**config.mk**
```make
export PLATFORM = sky130hd
export DESIGN_NAME = fifo_control
export DESIGN_NICKNAME = d
export VERILOG_FILES = /design/src/rtl/fifo_pkg.sv /design/src/rtl/ptr_counter.sv /design/src/rtl/fifo_control.sv
export SDC_FILE = /design/constraint.sdc
export NUM_CORES = 1
export LEC_CHECK = 0
export ABC_AREA = 1
export CORE_UTILIZATION = 40
export DETAILED_ROUTE_END_ITERATION = 7
export PLACE_DENSITY = 0.76
export SYNTH_ARGS = -nofsm -noshare
export SYNTH_HDL_FRONTEND = slang
export SYNTH_SLANG_ARGS = --single-unit
```
**constraint.sdc**
```tcl
create_clock -name clk -period 2.2 [get_ports clk]
set_input_delay 0.44 -clock clk [delete_from_list [all_inputs] [get_ports clk]]
set_output_delay 0.44 -clock clk [all_outputs]
set_load 0.005 [all_outputs]
```
**src/rtl/fifo_pkg.sv**
```systemverilog
// Shared constants and types for the 16x10 FIFO controller and its pointer counters.
package fifo_pkg;

    localparam int unsigned PTR_W  = 4;
    localparam int unsigned DEPTH  = 1 << PTR_W;
    localparam int unsigned DATA_W = 10;

    typedef logic [PTR_W:0] count_t;

    localparam count_t UMBRAL_ALTO_DEF = count_t'(12);
    localparam count_t UMBRAL_BAJO_DEF = count_t'(4);

    // Occupancy step: +1 on write only, -1 on read only, hold otherwise.
    function automatic count_t count_step(count_t cur, logic inc, logic dec);
        count_t nxt;
        nxt = cur;
        if (inc && !dec) begin
            nxt = cur + count_t'(1);
        end else if (dec && !inc) begin
            nxt = cur - count_t'(1);
        end
        return nxt;
    endfunction

endpackage

```
**src/rtl/ptr_counter.sv**
```systemverilog
// Wrapping address counter with synchronous active-high reset and count enable.
module ptr_counter
    import fifo_pkg::*;
#(
    parameter int unsigned Width = fifo_pkg::PTR_W
) (
    input  logic             clk,
    input  logic             reset,
    input  logic             en,
    output logic [Width-1:0] value
);

    logic [Width-1:0] value_q;
    logic [Width-1:0] value_d;

    // Natural overflow of the Width-bit add gives the wrap to 0.
    always_comb begin
        value_d = value_q;
        if (en) begin
            value_d = value_q + Width'(1);
        end
    end

    always_ff @(posedge clk) begin
        if (reset) begin
            value_q <= '0;
        end else begin
            value_q <= value_d;
        end
    end

    assign value = value_q;

endmodule

```
**src/rtl/fifo_control.sv**
```systemverilog
// Pointer, occupancy and flag controller for the memoria FIFO storage array.
// Define FIFO_CTRL_ERR_EN to add the sticky overflow/underflow outputs.
module fifo_control
    import fifo_pkg::*;
#(
    parameter int unsigned PTR_W  = fifo_pkg::PTR_W,
    parameter int unsigned DATA_W = fifo_pkg::DATA_W
) (
    input  logic             clk,
    input  logic             reset,
    input  logic             push,
    input  logic             pop,
    input  logic [PTR_W:0]   umbral_alto,
    input  logic [PTR_W:0]   umbral_bajo,
    output logic             wr_en,
    output logic             rd_en,
    output logic [PTR_W-1:0] wr_ptr,
    output logic [PTR_W-1:0] rd_ptr,
    output logic [PTR_W:0]   count,
    output logic             full,
    output logic             empty,
    output logic             almost_full,
    output logic             almost_empty,
    output logic             valid_out
`ifdef FIFO_CTRL_ERR_EN
    ,
    output logic             overflow,
    output logic             underflow
`endif
);

    localparam logic [PTR_W:0] CountFull = {1'b1, {PTR_W{1'b0}}};

    if (PTR_W < 1 || DATA_W < 1) begin : g_bad_param
        $error("fifo_control: PTR_W and DATA_W must be at least 1");
    end

    logic [PTR_W:0] count_q;
    logic [PTR_W:0] count_d;
    logic           valid_q;
    logic           valid_d;

    // Flags decode the registered count only, so strobes never depend on this cycle's requests.
    always_comb begin
        empty        = (count_q == '0);
        full         = (count_q == CountFull);
        almost_full  = (count_q >= umbral_alto);
        almost_empty = (count_q <= umbral_bajo);
    end

    always_comb begin
        wr_en = 1'b0;
        rd_en = 1'b0;
        if (!reset) begin
            wr_en = push & ~full;
            rd_en = pop & ~empty;
        end
    end

    always_comb begin
        count_d = count_q;
        if (wr_en && !rd_en) begin
            count_d = count_q + 1'b1;
        end else if (rd_en && !wr_en) begin
            count_d = count_q - 1'b1;
        end
        valid_d = rd_en;
    end

    always_ff @(posedge clk) begin
        if (reset) begin
            count_q <= '0;
            valid_q <= 1'b0;
        end else begin
            count_q <= count_d;
            valid_q <= valid_d;
        end
    end

    ptr_counter #(
        .Width (PTR_W)
    ) u_wr_ptr (
        .clk   (clk),
        .reset (reset),
        .en    (wr_en),
        .value (wr_ptr)
    );

    ptr_counter #(
        .Width (PTR_W)
    ) u_rd_ptr (
        .clk   (clk),
        .reset (reset),
        .en    (rd_en),
        .value (rd_ptr)
    );

    assign count     = count_q;
    assign valid_out = valid_q;

`ifdef FIFO_CTRL_ERR_EN
    logic overflow_q;
    logic underflow_q;

    // Raw requests against the registered flags; a dropped push or pop is what gets recorded.
    always_ff @(posedge clk) begin
        if (reset) begin
            overflow_q  <= 1'b0;
            underflow_q <= 1'b0;
        end else begin
            overflow_q  <= overflow_q | (push & full);
            underflow_q <= underflow_q | (pop & empty);
        end
    end

    assign overflow  = overflow_q;
    assign underflow = underflow_q;
`endif

    count_in_range: assert property (@(posedge clk) disable iff (reset)
        count_q <= CountFull);

    no_write_when_full: assert property (@(posedge clk) disable iff (reset)
        !(wr_en && full));

    no_read_when_empty: assert property (@(posedge clk) disable iff (reset)
        !(rd_en && empty));

endmodule
```
==> qor.txt <==
======================================================================================
Worst setup path category                                                 primary input to output port
1st-pass router iterations                                                           4
Worst-case setup margin in the final layout                                  0.0859 ns
Unrepaired setup endpoints after global routing                                     no
HPWL after DPL                                                                 2180 um
Global placer's final weighted congestion                                        0.818
Register-to-register setup slack                                               0.17 ns
DRC Markers                                                                          0
Portion of synthesized cell area occupied by the leading cell type               25.7%
First-pass GRT wire length                                                     4350 um
Pleak                                                                         0.831 nW
Number of H-tree branching levels                                                    1
Sequential cell area fraction in the yosys report                                25.7%
Root buffer cell                                                          sky130_fd_sc_hd__clkbuf_4
Areal power density over the cells                                         797 nW/um^2
Fraction of layout cells with a size suffix above 1                              23.3%
Count of input and output buffers                                                   33
Routed wire length per instance                                                11.9 um
Run status                                                                finished, final reports clean
Warnings from Yosys                                                                  0
N_diodes                                                                             0
Number of pins with negative max-slew slack in the final report                      0
Total area of sequential cells                                               287 sq um
Overall track demand over capacity in global routing                             20.8%
MaxCap Viol Count                                                                    0
Number of CTS-inserted buffers                                                       3
Area taken by multi-input logic gates                                        751 sq um
Actual transition at the worst max-transition pin                             0.246 ns
Top-level port count                                                                34
Total Routed Length                                                            2820 um
Clock slew at the register clock pins of the worst setup and hold paths        0.09 ns
Worst r2r path cells                                                                15
Launch point of the critical path                                         umbral_bajo[1]
Number of antenna violations at the first check in global routing                    0
Area enclosed by the die boundary                                           2930 sq um
Maximum fanout encountered on the critical timing path                               2
Sinks on the clock net                                                              14
Clock tree from TritonCTS                                                         done
Die height                                                                     54.2 um
Cell area after synthesis                                                   1090 sq um
Mapped Nets                                                                        188
Hold/Removal Path Class                                                   primary input to flop
Overflow left after global routing                                                   0
Post-route clock skew                                                      0.000599 ns
Clock network latency to the later pin of the worst-skew pair                  0.28 ns
Via count of the routed design                                                   1,160
Max-Slew Margin vs Limit                                                         83.5%
Crit path required time                                                        1.76 ns
Die Wd                                                                         54.2 um
Mean instance size in the synthesized netlist                               6.93 sq um
Gate Count Post-Synth                                                              157
Total negative slack for setup checks                                             0 ns
Capturing element of the worst setup path                                 almost_empty
Fmax                                                                           473 MHz
Core Region                                                                 2520 sq um
Synth-to-layout area growth                                                      52.8%
Worst-case setup slack after placement                                       -0.368 ns
Initial core utilization                                                         43.2%
Largest net degree at the start of global routing                                   10
Final-report hold violation count                                                    0
Startpoint type of the worst setup path                                   primary input
CTS Hold Bufs                                                                        0
Nature of the critical path endpoint                                       output port
Vias in the first global route                                                   1,097
Worst endpoint data arrival time                                               1.67 ns
Initial detailed-routing violation count                                            13
End of the worst register-to-register path                                    count[4]
Cell variety after synth                                                            23
Peak supply drop                                                              0.461 mV
Site row count                                                                      18
Seq cells post-synth                                                                14
Launch instance of the worst register-to-register path                        count[2]
Setup-failing EPs final                                                              0
Post-layout minimum cycle time                                                 2.11 ns
Layout net count                                                                   238
Cell taking the most area after synthesis                                 sky130_fd_sc_hd__dfxtp_1
Number of routed nets with antenna violations                                        0
Detail-routed via count per cell                                                  4.92
Hold Crit Depth                                                                      2
Ratio of final minimum period to clock period                                    96.1%
Dominant cells by area after synthesis                                    sky130_fd_sc_hd__dfxtp_1 26%, sky130_fd_sc_hd__ha_1 18%, sky130_fd_sc_hd__nand2_1 10%
Fillcell total                                                                     211
Maximum root-to-sink buffer count                                                    2
======================================================================================
==> synth_stat cells <==
master,n
sky130_fd_sc_hd__nand2_1,29
sky130_fd_sc_hd__inv_1,26
sky130_fd_sc_hd__nor2_1,18
sky130_fd_sc_hd__ha_1,16
sky130_fd_sc_hd__dfxtp_1,14
sky130_fd_sc_hd__nand3_1,14
sky130_fd_sc_hd__a21oi_1,10
sky130_fd_sc_hd__o21ai_0,5
sky130_fd_sc_hd__inv_2,4
sky130_fd_sc_hd__nand4_1,4
sky130_fd_sc_hd__nand2_2,2
sky130_fd_sc_hd__nand3_4,2
sky130_fd_sc_hd__nor2_2,2
sky130_fd_sc_hd__nor2_4,2
sky130_fd_sc_hd__a21o_1,1
sky130_fd_sc_hd__buf_1,1
sky130_fd_sc_hd__buf_2,1
sky130_fd_sc_hd__clkinv_1,1
sky130_fd_sc_hd__fa_1,1
sky130_fd_sc_hd__nor3_1,1
sky130_fd_sc_hd__o22ai_1,1
sky130_fd_sc_hd__or2_2,1
sky130_fd_sc_hd__xor2_1,1
==> per-stage QoR <==
step / hold WS (ns) / total power, W / area (sq um) / instances / util, %
after floorplan: 0.483 / 0.000750 / 1090 / 157 / -
after global placement: 0.491 / 0.00105 / 1550 / 232 / 61.6
after detailed placement: 0.512 / 0.00109 / 1550 / 232 / 61.6
after CTS: 0.525 / 0.00130 / 1620 / 236 / 64.4
final: 0.490 / 0.00132 / 1660 / 236 / 65.9
after global routing: 0.495 / 0.00143 / 1660 / 236 / 65.9
==> worst min path at each step <==
stage | startpoint | endpoint
3_3_place_gp | u_wr_ptr.value[1] | u_wr_ptr.value[1]
2_1_floorplan | u_wr_ptr.value[1] | u_wr_ptr.value[1]
3_5_place_dp | u_wr_ptr.value[1] | u_wr_ptr.value[1]
6_report | reset | valid_out
4_1_cts | u_wr_ptr.value[1] | u_wr_ptr.value[1]
5_1_grt | reset | valid_out
==> routing by layer <==
metal	routed length [um]	up-vias	track usage, %
met4	19	0	9.83
li1	-	600	-
met3	78	2	3.67
met5	0	-	0
met1	1190	534	21.6
met2	1530	24	39.4
==> worst max-delay path: stages <==
cell and delay [ns]:
sky130_fd_sc_hd__clkdlybuf4s50_1 0.46, sky130_fd_sc_hd__inv_1 0.04, sky130_fd_sc_hd__ha_1 0.28, sky130_fd_sc_hd__nand2_2 0.07, sky130_fd_sc_hd__nor3_2 0.16, sky130_fd_sc_hd__o22ai_1 0.10
sky130_fd_sc_hd__buf_2 0.13
==> what timing repair did <==
action	in CTS	in global routing
endpoints found under the setup margin	3	7
hold endpoints to repair	0	0
cloned	0	0
buffers inserted	0	0
pin swaps	3	4
resized for setup	12	19
==> state kept, by name, indices dropped and copies added, names as in the netlist <==
register and count:
count 5, u_rd_ptr.value 4, u_wr_ptr.value 4, valid_out 1
==> kinds of logic (layout without fill, tap and decap cells) <==
| family | after synthesis | after routing | synth area share (%) |
|---|---|---|---|
| flops | 14 | 14 | 25.7 |
| xor+xnor | 1 | 1 | 0.805 |
| buf+inv | 33 | 82 | 11.5 |
| compound gates | 17 | 17 | 8.16 |
| fa+ha+maj | 17 | 17 | 20.2 |
| simple gates | 75 | 75 | 33.6 |
==> report_power, final <==
| part | leakage (nW) | internal (W) | switching (W) |
|---|---|---|---|
| logic | 0.694 | 0.000399 | 0.000372 |
| clock network | 0.0210 | 0.000101 | 0.0000876 |
| registers | 0.116 | 0.000301 | 0.0000646 |
==> final cells by class <==
class | count | share of cell area, %
sequential | 14 | 17.2
multi-input combinational | 110 | 45.1
tap | 30 | 2.26
inverter | 31 | 7.00
timing repair buffer | 47 | 26.2
clock buffer | 4 | 2.18
==> cells in the final DEF, fill, tap and decap left out <==
| cell type | n |
|---|---|
| sky130_fd_sc_hd__dfxtp_4 | 1 |
| sky130_fd_sc_hd__o21ai_1 | 3 |
| sky130_fd_sc_hd__clkbuf_8 | 1 |
| sky130_fd_sc_hd__buf_4 | 14 |
| sky130_fd_sc_hd__dfxtp_2 | 2 |
| sky130_fd_sc_hd__nand4_1 | 4 |
| sky130_fd_sc_hd__nand2_1 | 27 |
| sky130_fd_sc_hd__nand3_4 | 2 |
| sky130_fd_sc_hd__dfxtp_1 | 11 |
| sky130_fd_sc_hd__a21oi_2 | 2 |
| sky130_fd_sc_hd__nor2_1 | 17 |
| sky130_fd_sc_hd__ha_2 | 1 |
| sky130_fd_sc_hd__fa_2 | 1 |
| sky130_fd_sc_hd__xor2_1 | 1 |
| sky130_fd_sc_hd__nor2_4 | 3 |
| sky130_fd_sc_hd__buf_2 | 1 |
| sky130_fd_sc_hd__o21ai_0 | 2 |
| sky130_fd_sc_hd__nand2_2 | 4 |
| sky130_fd_sc_hd__nand3_1 | 14 |
| sky130_fd_sc_hd__clkbuf_4 | 3 |
| sky130_fd_sc_hd__nor2_2 | 2 |
| sky130_fd_sc_hd__dlymetal6s2s_1 | 4 |
| sky130_fd_sc_hd__clkdlybuf4s50_1 | 27 |
| sky130_fd_sc_hd__a21o_1 | 1 |
| sky130_fd_sc_hd__nor3_2 | 1 |
| sky130_fd_sc_hd__or2_2 | 1 |
| sky130_fd_sc_hd__inv_1 | 25 |
| sky130_fd_sc_hd__ha_1 | 12 |
| sky130_fd_sc_hd__o22ai_1 | 1 |
| sky130_fd_sc_hd__clkbuf_2 | 1 |
| sky130_fd_sc_hd__a21oi_1 | 8 |
| sky130_fd_sc_hd__inv_2 | 5 |
| sky130_fd_sc_hd__ha_4 | 3 |
| sky130_fd_sc_hd__clkinv_1 | 1 |
Note: power is estimated with default switching activity, not from simulation.
